===== src/rtl/uart_pkg.sv =====
// uart_pkg: shared arbiter state type and tag default
package uart_pkg;
  typedef enum logic [1:0] {ARB_IDLE, ARB_TAG, ARB_DATA} arb_state_t;
  localparam logic [3:0] ARB_TAG_PREFIX_DEF = 4'hC;
endpackage


===== src/rtl/uart_tx_arb_if.sv =====
// uart_tx_arb_if: client byte streams, uart_tx channel and arbiter status
interface uart_tx_arb_if #(parameter int NCH = 4);
  logic             cfg_tag_en;
  logic [NCH-1:0]   req_valid;
  logic [NCH*8-1:0] req_data;
  logic [NCH-1:0]   req_last;
  logic [NCH-1:0]   req_ready;
  logic             tx_valid;
  logic [7:0]       tx_data;
  logic             tx_ready;
  logic             busy;
  logic [3:0]       grant_id;
  modport master (
    output cfg_tag_en, req_valid, req_data, req_last, tx_ready,
    input  req_ready, tx_valid, tx_data, busy, grant_id
  );
  modport slave (
    input  cfg_tag_en, req_valid, req_data, req_last, tx_ready,
    output req_ready, tx_valid, tx_data, busy, grant_id
  );
endinterface


===== src/rtl/uart_rr_pick.sv =====
// uart_rr_pick: first requester found after ptr, searching upward with wrap
module uart_rr_pick #(parameter int NCH = 4) (
  input  logic [NCH-1:0] req,
  input  logic [3:0]     ptr,
  output logic [3:0]     gnt_id,
  output logic           any
);
  logic [2*NCH-1:0] dbl;
  logic             found;
  assign dbl = {req, req};
  assign any = |req;
  always_comb begin
    gnt_id = '0;
    found  = 1'b0;
    for (int i = 0; i < 2*NCH; i++)
      if (!found && dbl[i] && i > int'(ptr) && i <= int'(ptr) + NCH) begin
        gnt_id = 4'(i >= NCH ? i - NCH : i);
        found  = 1'b1;
      end
  end
endmodule


===== src/rtl/uart_tx_arb.sv =====
// uart_tx_arb: round-robin sharing of one uart_tx byte channel among NCH packet streams
module uart_tx_arb import uart_pkg::*; #(
  parameter int         NCH        = 4,
  parameter int         MAX_LEN    = 64,
  parameter logic [3:0] TAG_PREFIX = ARB_TAG_PREFIX_DEF
) (
  input logic          clk,
  input logic          rst,
  uart_tx_arb_if.slave bus
);
  arb_state_t   state, state_nx;
  logic [3:0]   rr_ptr, grant_id, pick_id;
  logic [15:0]  byte_cnt, valid_pad, last_pad;
  logic [127:0] data_pad;
  logic         pick_any, hs, done;
  assign valid_pad = 16'(bus.req_valid);
  assign last_pad  = 16'(bus.req_last);
  assign data_pad  = 128'(bus.req_data);
  uart_rr_pick #(.NCH(NCH)) u_pick (
    .req    (bus.req_valid),
    .ptr    (rr_ptr),
    .gnt_id (pick_id),
    .any    (pick_any)
  );
  assign hs   = state == ARB_DATA && valid_pad[grant_id] && bus.tx_ready;
  assign done = hs && (last_pad[grant_id] || {1'b0, byte_cnt} + 17'd1 == 17'(MAX_LEN));
  always_comb begin
    state_nx = state;
    case (state)
      ARB_IDLE: state_nx = pick_any ? (bus.cfg_tag_en ? ARB_TAG : ARB_DATA) : ARB_IDLE;
      ARB_TAG:  state_nx = bus.tx_ready ? ARB_DATA : ARB_TAG;
      ARB_DATA: state_nx = done ? ARB_IDLE : ARB_DATA;
      default:  state_nx = ARB_IDLE;
    endcase
  end
  assign bus.tx_valid  = state == ARB_TAG || (state == ARB_DATA && valid_pad[grant_id]);
  assign bus.tx_data   = state == ARB_TAG  ? {TAG_PREFIX, grant_id} :
                         state == ARB_DATA ? data_pad[{grant_id, 3'b000} +: 8] : 8'h00;
  assign bus.req_ready = (state == ARB_DATA && bus.tx_ready) ? {{(NCH-1){1'b0}}, 1'b1} << grant_id : '0;
  assign bus.busy      = state != ARB_IDLE;
  assign bus.grant_id  = grant_id;
  always_ff @(posedge clk)
    if (rst) begin
      state    <= ARB_IDLE;
      rr_ptr   <= 4'(NCH - 1);
      byte_cnt <= '0;
      grant_id <= '0;
    end else begin
      state <= state_nx;
      if (state == ARB_IDLE && pick_any) begin
        grant_id <= pick_id;
        byte_cnt <= '0;
      end
      if (hs) byte_cnt <= &byte_cnt ? byte_cnt : byte_cnt + 16'd1;
      if (done) rr_ptr <= grant_id;
    end
endmodule


===== src/flat_wrapper.sv =====
// flat-port wrapper written by rule: the top's interface ports become plain ports
module uart_tx_arb_flat import uart_pkg::*;
#(
  parameter int         NCH        = 4,
  parameter int         MAX_LEN    = 64,
  parameter logic [3:0] TAG_PREFIX = ARB_TAG_PREFIX_DEF
)
  (clk, rst, bus_cfg_tag_en, bus_req_valid, bus_req_data, bus_req_last, bus_tx_ready, bus_req_ready, bus_tx_valid, bus_tx_data, bus_busy, bus_grant_id);
  uart_tx_arb_if #(.NCH(NCH)) bus_i ();
  input logic clk;
  input logic rst;
  input wire logic [$bits(bus_i.cfg_tag_en)-1:0] bus_cfg_tag_en;
  input wire logic [$bits(bus_i.req_valid)-1:0] bus_req_valid;
  input wire logic [$bits(bus_i.req_data)-1:0] bus_req_data;
  input wire logic [$bits(bus_i.req_last)-1:0] bus_req_last;
  input wire logic [$bits(bus_i.tx_ready)-1:0] bus_tx_ready;
  output wire logic [$bits(bus_i.req_ready)-1:0] bus_req_ready;
  output wire logic [$bits(bus_i.tx_valid)-1:0] bus_tx_valid;
  output wire logic [$bits(bus_i.tx_data)-1:0] bus_tx_data;
  output wire logic [$bits(bus_i.busy)-1:0] bus_busy;
  output wire logic [$bits(bus_i.grant_id)-1:0] bus_grant_id;
  assign bus_i.cfg_tag_en = bus_cfg_tag_en;
  assign bus_i.req_valid = bus_req_valid;
  assign bus_i.req_data = bus_req_data;
  assign bus_i.req_last = bus_req_last;
  assign bus_i.tx_ready = bus_tx_ready;
  assign bus_req_ready = bus_i.req_ready;
  assign bus_tx_valid = bus_i.tx_valid;
  assign bus_tx_data = bus_i.tx_data;
  assign bus_busy = bus_i.busy;
  assign bus_grant_id = bus_i.grant_id;
  uart_tx_arb #(.NCH(NCH), .MAX_LEN(MAX_LEN), .TAG_PREFIX(TAG_PREFIX)) u_core (.clk(clk), .rst(rst), .bus(bus_i));
endmodule

===== config.mk =====
export PLATFORM = sky130hd
export DESIGN_NAME = uart_tx_arb_flat
export DESIGN_NICKNAME = d
export VERILOG_FILES = /design/src/rtl/uart_pkg.sv /design/src/rtl/uart_tx_arb_if.sv /design/src/rtl/uart_rr_pick.sv /design/src/rtl/uart_tx_arb.sv /design/src/flat_wrapper.sv
export SDC_FILE = /design/constraint.sdc
export NUM_CORES = 1
export LEC_CHECK = 0
export CAP_MARGIN = 10
export CORE_MARGIN = 5
export CORE_UTILIZATION = 26
export CTS_BUF_LIST = sky130_fd_sc_hd__clkbuf_4
export DETAILED_ROUTE_END_ITERATION = 8
export HOLD_SLACK_MARGIN = 0.05
export PLACE_DENSITY = 0.46
export SLEW_MARGIN = 20
export SYNTH_ARGS = -nofsm -noshare
export SYNTH_HDL_FRONTEND = slang
export SYNTH_SLANG_ARGS = --single-unit
export TNS_END_PERCENT = 50

===== constraint.sdc =====
create_clock -name clk -period 2.9 [get_ports clk]
set_input_delay 0.58 -clock clk [delete_from_list [all_inputs] [get_ports clk]]
set_output_delay 0.58 -clock clk [all_outputs]
set_load 0.05 [all_outputs]

### After elaboration in Yosys (flattened, before gate mapping)

Index checks and enable logic that the tools add are counted.

| storage, ports and cells | value |
|---|---|
| output and inout bits | 18 |
| register bits after elaboration | 26 |
| input port bits | 44 |
| word-level logic and storage cells | 95 |

| operators by class | value |
|---|---|
| order comparisons | 15 |
| $add $sub $neg | 3 |
| reductions and logical operators | 39 |
| eq/ne operators | 4 |
| shift operators | 2 |
| mux-type cells | 28 |

Operators by type and width:

| kind | count |
|---|---|
| 128-bit by 8-bit variable part select with 8-bit output | 1 |
| 4-bit by 32-bit <= comparator with 1-bit output (first input constant) | 3 |
| 3-bit by 32-bit <= comparator with 1-bit output (first input constant) | 2 |
| 16-bit 2-to-1 mux | 3 |
| 2-bit by 32-bit <= comparator with 1-bit output (first input constant) | 1 |
| 1-bit logical AND | 25 |
| 4-bit 2-to-1 mux | 6 |
| 16-bit by 1-bit adder with 17-bit output (second input constant) | 1 |
| 17-bit by 7-bit equality test with 1-bit output (second input constant) | 1 |
| 16-bit by 1-bit adder with 16-bit output (second input constant) | 1 |
| 3-bit by 4-bit > comparator with 1-bit output (first input constant) | 4 |
| 8-bit 2-to-1 mux | 2 |
| 16-bit AND reduction | 1 |
| 2-bit 2-to-1 mux | 5 |
| 1-bit 2-to-1 mux | 9 |
| 1-bit binary-select mux with 4-bit select | 2 |
| 2-bit by 4-bit > comparator with 1-bit output (first input constant) | 2 |
| 1-bit zero test | 6 |
| 2-bit one-hot mux with 3 select lines | 1 |
| 4-bit by 3-bit adder with 5-bit output (second input constant) | 1 |
| 3-bit by 5-bit <= comparator with 1-bit output (first input constant) | 1 |
| 4-bit by 5-bit < comparator with 1-bit output (second input constant) | 1 |
| 1-bit by 4-bit > comparator with 1-bit output (first input constant) | 1 |
| 2-bit nonzero test | 2 |
| other kinds (8) | 9 |

### Logic depth before layout (Yosys ltp)

| logic depth | value |
|---|---|
| word-level depth | 34 |
| mapped depth | 8 |
| depth with buffers taken out | 7 |

### Modules after synthesis

Synthesis repeated with hierarchy kept, for this count alone.

| unflattened totals | value |
|---|---|
| cells, all modules | 251 |
| area, all modules | 2078.2 um^2 |

Modules (own cells, without submodules):

| module | area each (um^2) | seq. area each (um^2) | instances | cells each |
|---|---|---|---|---|
| uart_tx_arb | 1899.3 | 520.5 | 1 | 221 |
| uart_rr_pick | 178.9 | 0.0 | 1 | 30 |

### Worst setup path after synthesis

Ideal clock, no wire load.

| path | value |
|---|---|
| kind | register to output |
| start point | register u_core.grant_id[0], in the netlist u_core.bus.grant_id[0] |
| end point | output bus_tx_data[0] |
| required time | 2.320 ns |
| arrival time | 2.430 ns |
| buffers on the path | 2 |
| cell stages (with the launch flop) | 5 |
| slack | -0.110 ns |
| path through | dfxtp_1 buf_6 clkbuf_1 inv_1 o21ai_0 |

| on the way | value |
|---|---|
| cells in the longest elaborated chain, start to end | 3 |

Ends and longest elaborated chain:

| element | line | RTL |
|---|---|---|
| start, declared | uart_tx_arb.sv:12 | `logic [3:0] rr_ptr, grant_id, pick_id;` |
| start signal, assigned | uart_tx_arb.sv:51 | `grant_id <= pick_id;` |
| 128-bit by 8-bit variable part select with 8-bit output | uart_tx_arb.sv:38 | `state == ARB_DATA ? data_pad[{grant_id, 3'b000} +: 8] : 8'h00;` |
| 8-bit 2-to-1 mux | uart_tx_arb.sv:38 |  |
| 8-bit 2-to-1 mux (*) | uart_tx_arb.sv:37 | `assign bus.tx_data = state == ARB_TAG ? {TAG_PREFIX, grant_id} :` |
| end, declared | flat_wrapper.sv:19 | `output wire logic [$bits(bus_i.tx_data)-1:0] bus_tx_data;` |

Every way passes the cells marked *; elsewhere a longest branch is shown, timed or not.

### Worst setup path in the final report

| path | value |
|---|---|
| start point | register u_core.grant_id[0], in the netlist u_core.bus.grant_id[0] |
| end point | output bus_tx_data[5] |

| on the way | value |
|---|---|
| cells in the longest elaborated chain, start to end | 3 |

Ends and longest elaborated chain:

| element | line |
|---|---|
| 128-bit by 8-bit variable part select with 8-bit output | uart_tx_arb.sv:38 |
| 8-bit 2-to-1 mux | uart_tx_arb.sv:38 |
| 8-bit 2-to-1 mux | uart_tx_arb.sv:37 |

No other way between the ends.

==> flow_metrics.env <==
export IMPL_crit_chain="buf_12, mux4_2, and2_1, buf_4"
export IMPL_maxCapViolCount=0
export IMPL_wl_per_cell_um=15.21
export IMPL_insertion_delay_ps=320
export IMPL_synth_compound_area_share=0.2175
export IMPL_drive_above_1_share=0.1568
export IMPL_ys_seq_area_frac=0.2320
export IMPL_synthXorXnorAreaFrac=0.01384
export IMPL_max_stage_delay_ps=660
export IMPL_synth_adder_area_share=0.01318
export IMPL_io_buffer_count=59
export IMPL_place_ws_ps=225.8
export IMPL_crit_path_end="bus_tx_data[5]"
export IMPL_final_setup_viol_count=0
export IMPL_synth_top_family_by_area="simple AND/OR/NAND/NOR gates"
export IMPL_status="finished, final reports clean"
export IMPL_ir_drop_uv=121.8
export IMPL_worst_slew_pin_slew_ps=957.3
export IMPL_synthTopCellsByCount="nor2_1, a21oi_1, dfxtp_1"
export IMPL_synth_edf_count=0
export IMPL_cts_tree="done"
export IMPL_fp_dieW_um=95.44
export IMPL_hold_path_class="reg -> reg"
export IMPL_whs_ps=515.3
export IMPL_power_density_nw_per_um2=379.1
export IMPL_drcViolationCount=0
export IMPL_timing_fmax_ghz=0.3837
export IMPL_rsz0062_at_grt="false"
export IMPL_clock_root_buffer="clkbuf_4"
export IMPL_crit_path_start_kind="flop"
export IMPL_synthSimpleGateAreaFrac=0.3026
export IMPL_via_count=1933
export IMPL_fin_nets=334
export IMPL_ys_seq_elements=22
export IMPL_async_flop_share=0
export IMPL_cts_max_level=1
export IMPL_ys_top_cells_by_area="dfxtp_1, mux4_2, a21oi_1, nor2_1, nand2_1"
export IMPL_drt_iter0_drc=46
export IMPL_totalWireLength_mm=5.872
export IMPL_clk_pin_slew_ps=140
export IMPL_postCtsHoldBufs=0
export IMPL_yosysWarnings=0
export IMPL_clockBufferDepth=2
export IMPL_clock_sinks=22
export IMPL_cp_slowest_cell="dfxtp_1"
export IMPL_crit_path_end_kind="output port"
export IMPL_antenna_cells=0
export IMPL_cts_setup_buffers=0
export IMPL_r2r_end="u_core.byte_cnt[3]"
export IMPL_rrSetupSlack_ps=410
export IMPL_start_util=0.2645
export IMPL_grt_pass1_vias=2049
export IMPL_maxSlewViolCount=0
export IMPL_synth_most_common_cell="nor2_1"
export IMPL_synthFlopType="dfxtp_1"
export IMPL_post_route_period_util=0.8987
export IMPL_cts_buffers_inserted=3
export IMPL_synthCells=234
export IMPL_finalCriticalPeriod_ps=2606
export IMPL_layout_setup_ws_ps=293.7
export IMPL_syn2layout_area_growth_pct=39.95
export IMPL_io_pins=62
export IMPL_skew_ps=0.6175
export IMPL_ctsResizeCount=0
export IMPL_antenna_found_initial=0
export IMPL_netlist_area_um2=1898
export IMPL_via_per_inst=5.008
export IMPL_maxSlewHeadroom=0.3598
export IMPL_track_usage=0.1346
export IMPL_rr_worst_depth=8
export IMPL_synth_mux_area_frac=0.1510
export IMPL_fp_coreArea_um2=7176
export IMPL_yosysTopAreaCellShare=0.2320
export IMPL_arrival_ps=2030
export IMPL_hold_violations=0
export IMPL_critPathLaunch="u_core.bus.grant_id[0]"
export IMPL_critPathKind="reg -> out"
export IMPL_synth_top_cell_by_area="dfxtp_1"
export IMPL_r2r_start="u_core.byte_cnt[0]"
export IMPL_drtPass1Iterations=6
export IMPL_grt_max_degree=25
export IMPL_design_die_area_um2=9109
export IMPL_gp_congestion=0.7862
export IMPL_rows=31
export IMPL_grt_overflow_total=0
export IMPL_power_leakage_nw=0.9510
export IMPL_fin_setup_tns_ps=0
export IMPL_worst_ep_required_time_ps=2320
export IMPL_syn_area_per_cell_um2=8.111
export IMPL_drtAntennaViolNets=0
export IMPL_synth_cell_types=51
export IMPL_worstPathMaxFanout=10
export IMPL_dpl_hpwl_mm=4.569
export IMPL_die_h_um=95.44
export IMPL_grt_pass1_wl_mm=9.901
## cells in the final DEF, fill, tap and decap left out, types with 4 or more instances in the layout
| cell | count |
|---|---|
| clkdlybuf4s50_1 | 46 |
| nor2_1 | 26 |
| a21oi_1 | 23 |
| dfxtp_1 | 22 |
| nand2_1 | 18 |
| buf_4 | 15 |
| o21ai_0 | 12 |
| mux4_2 | 10 |
| inv_1 | 9 |
| nand3_1 | 9 |
| nor3_1 | 7 |
| a211oi_1 | 7 |
| and2_1 | 6 |
| nand4_1 | 5 |
| mux2i_1 | 5 |
| buf_12 | 5 |
| or3_1 | 4 |
| nand3b_1 | 4 |
| a31oi_1 | 4 |
## final cells by class
class / instances / area [um2]
clock buffers: 3 / 22.52
clock inverters: 1 / 30.03
fillers: 757 / 4519
inverters: 9 / 33.78
multi-input cells: 186 / 1333
flip-flops and latches: 22 / 440.4
well taps: 99 / 123.9
repair buffers: 66 / 673.1
## per-stage QoR
step | instance area [um2] | util | cells | power [W]
finish | 2656 | 0.3702 | 386 | 0.001007
global route | 2656 | 0.3702 | 386 | 0.001057
CTS | 2656 | 0.3702 | 386 | 0.001019
detailed placement | 2604 | 0.3629 | 382 | 0.0007728
global placement | 2604 | 0.3629 | 382 | 0.0007702
floorplan | 1902 | - | 235 | 0.0006038
## worst min-delay path by stage
stage,from,endpoint,cells after the start
finish,u_core.state[1],u_core.state[0],1
CTS,u_core.state[1],u_core.state[0],1
floorplan,u_core.state[1],u_core.state[0],1
global route,u_core.state[1],u_core.state[0],1
detailed placement,u_core.state[1],u_core.state[0],1
global placement,u_core.state[1],u_core.state[0],1
## power breakdown
group          internal [W]  switching [W]  total (W)
Combinational      0.000190       0.000237   0.000428
Clock              0.000140       0.000108   0.000248
Sequential         0.000311      0.0000203   0.000332
## flip-flops by register name (all words and copies together) (netlist names)
signal,count
u_core.byte_cnt,16
u_core.bus.grant_id,2
u_core.rr_ptr,2
u_core.state,2
## cell families after synthesis
kind of cell             after synthesis
other                                  1
adder cells (fa/ha/maj)                2
flip-flops                            22
multiplexers                          16
AO/OA/AOI/OAI                         64
buffers and inverters                 27
AND/OR/NAND/NOR                       99
XOR/XNOR                               3
## routing by layer
| layer | wire [um] | up-vias | GRT usage |
|---|---|---|---|
| met5 | 0 | - | 0 |
| met4 | 29 | 0 | 0.02133 |
| met3 | 455 | 2 | 0.04262 |
| met2 | 2619 | 59 | 0.2280 |
| met1 | 2766 | 898 | 0.1704 |
| li1 | - | 974 | - |
## critical path: cells and delay by family, from the launching register on
family                 cells  cell delay, ps
muxes                      1             480
buffers and inverters      2             390
and+or+nand+nor            1             170
DFF                        1             660
No activity file was read; power rests on OpenSTA's default activity.
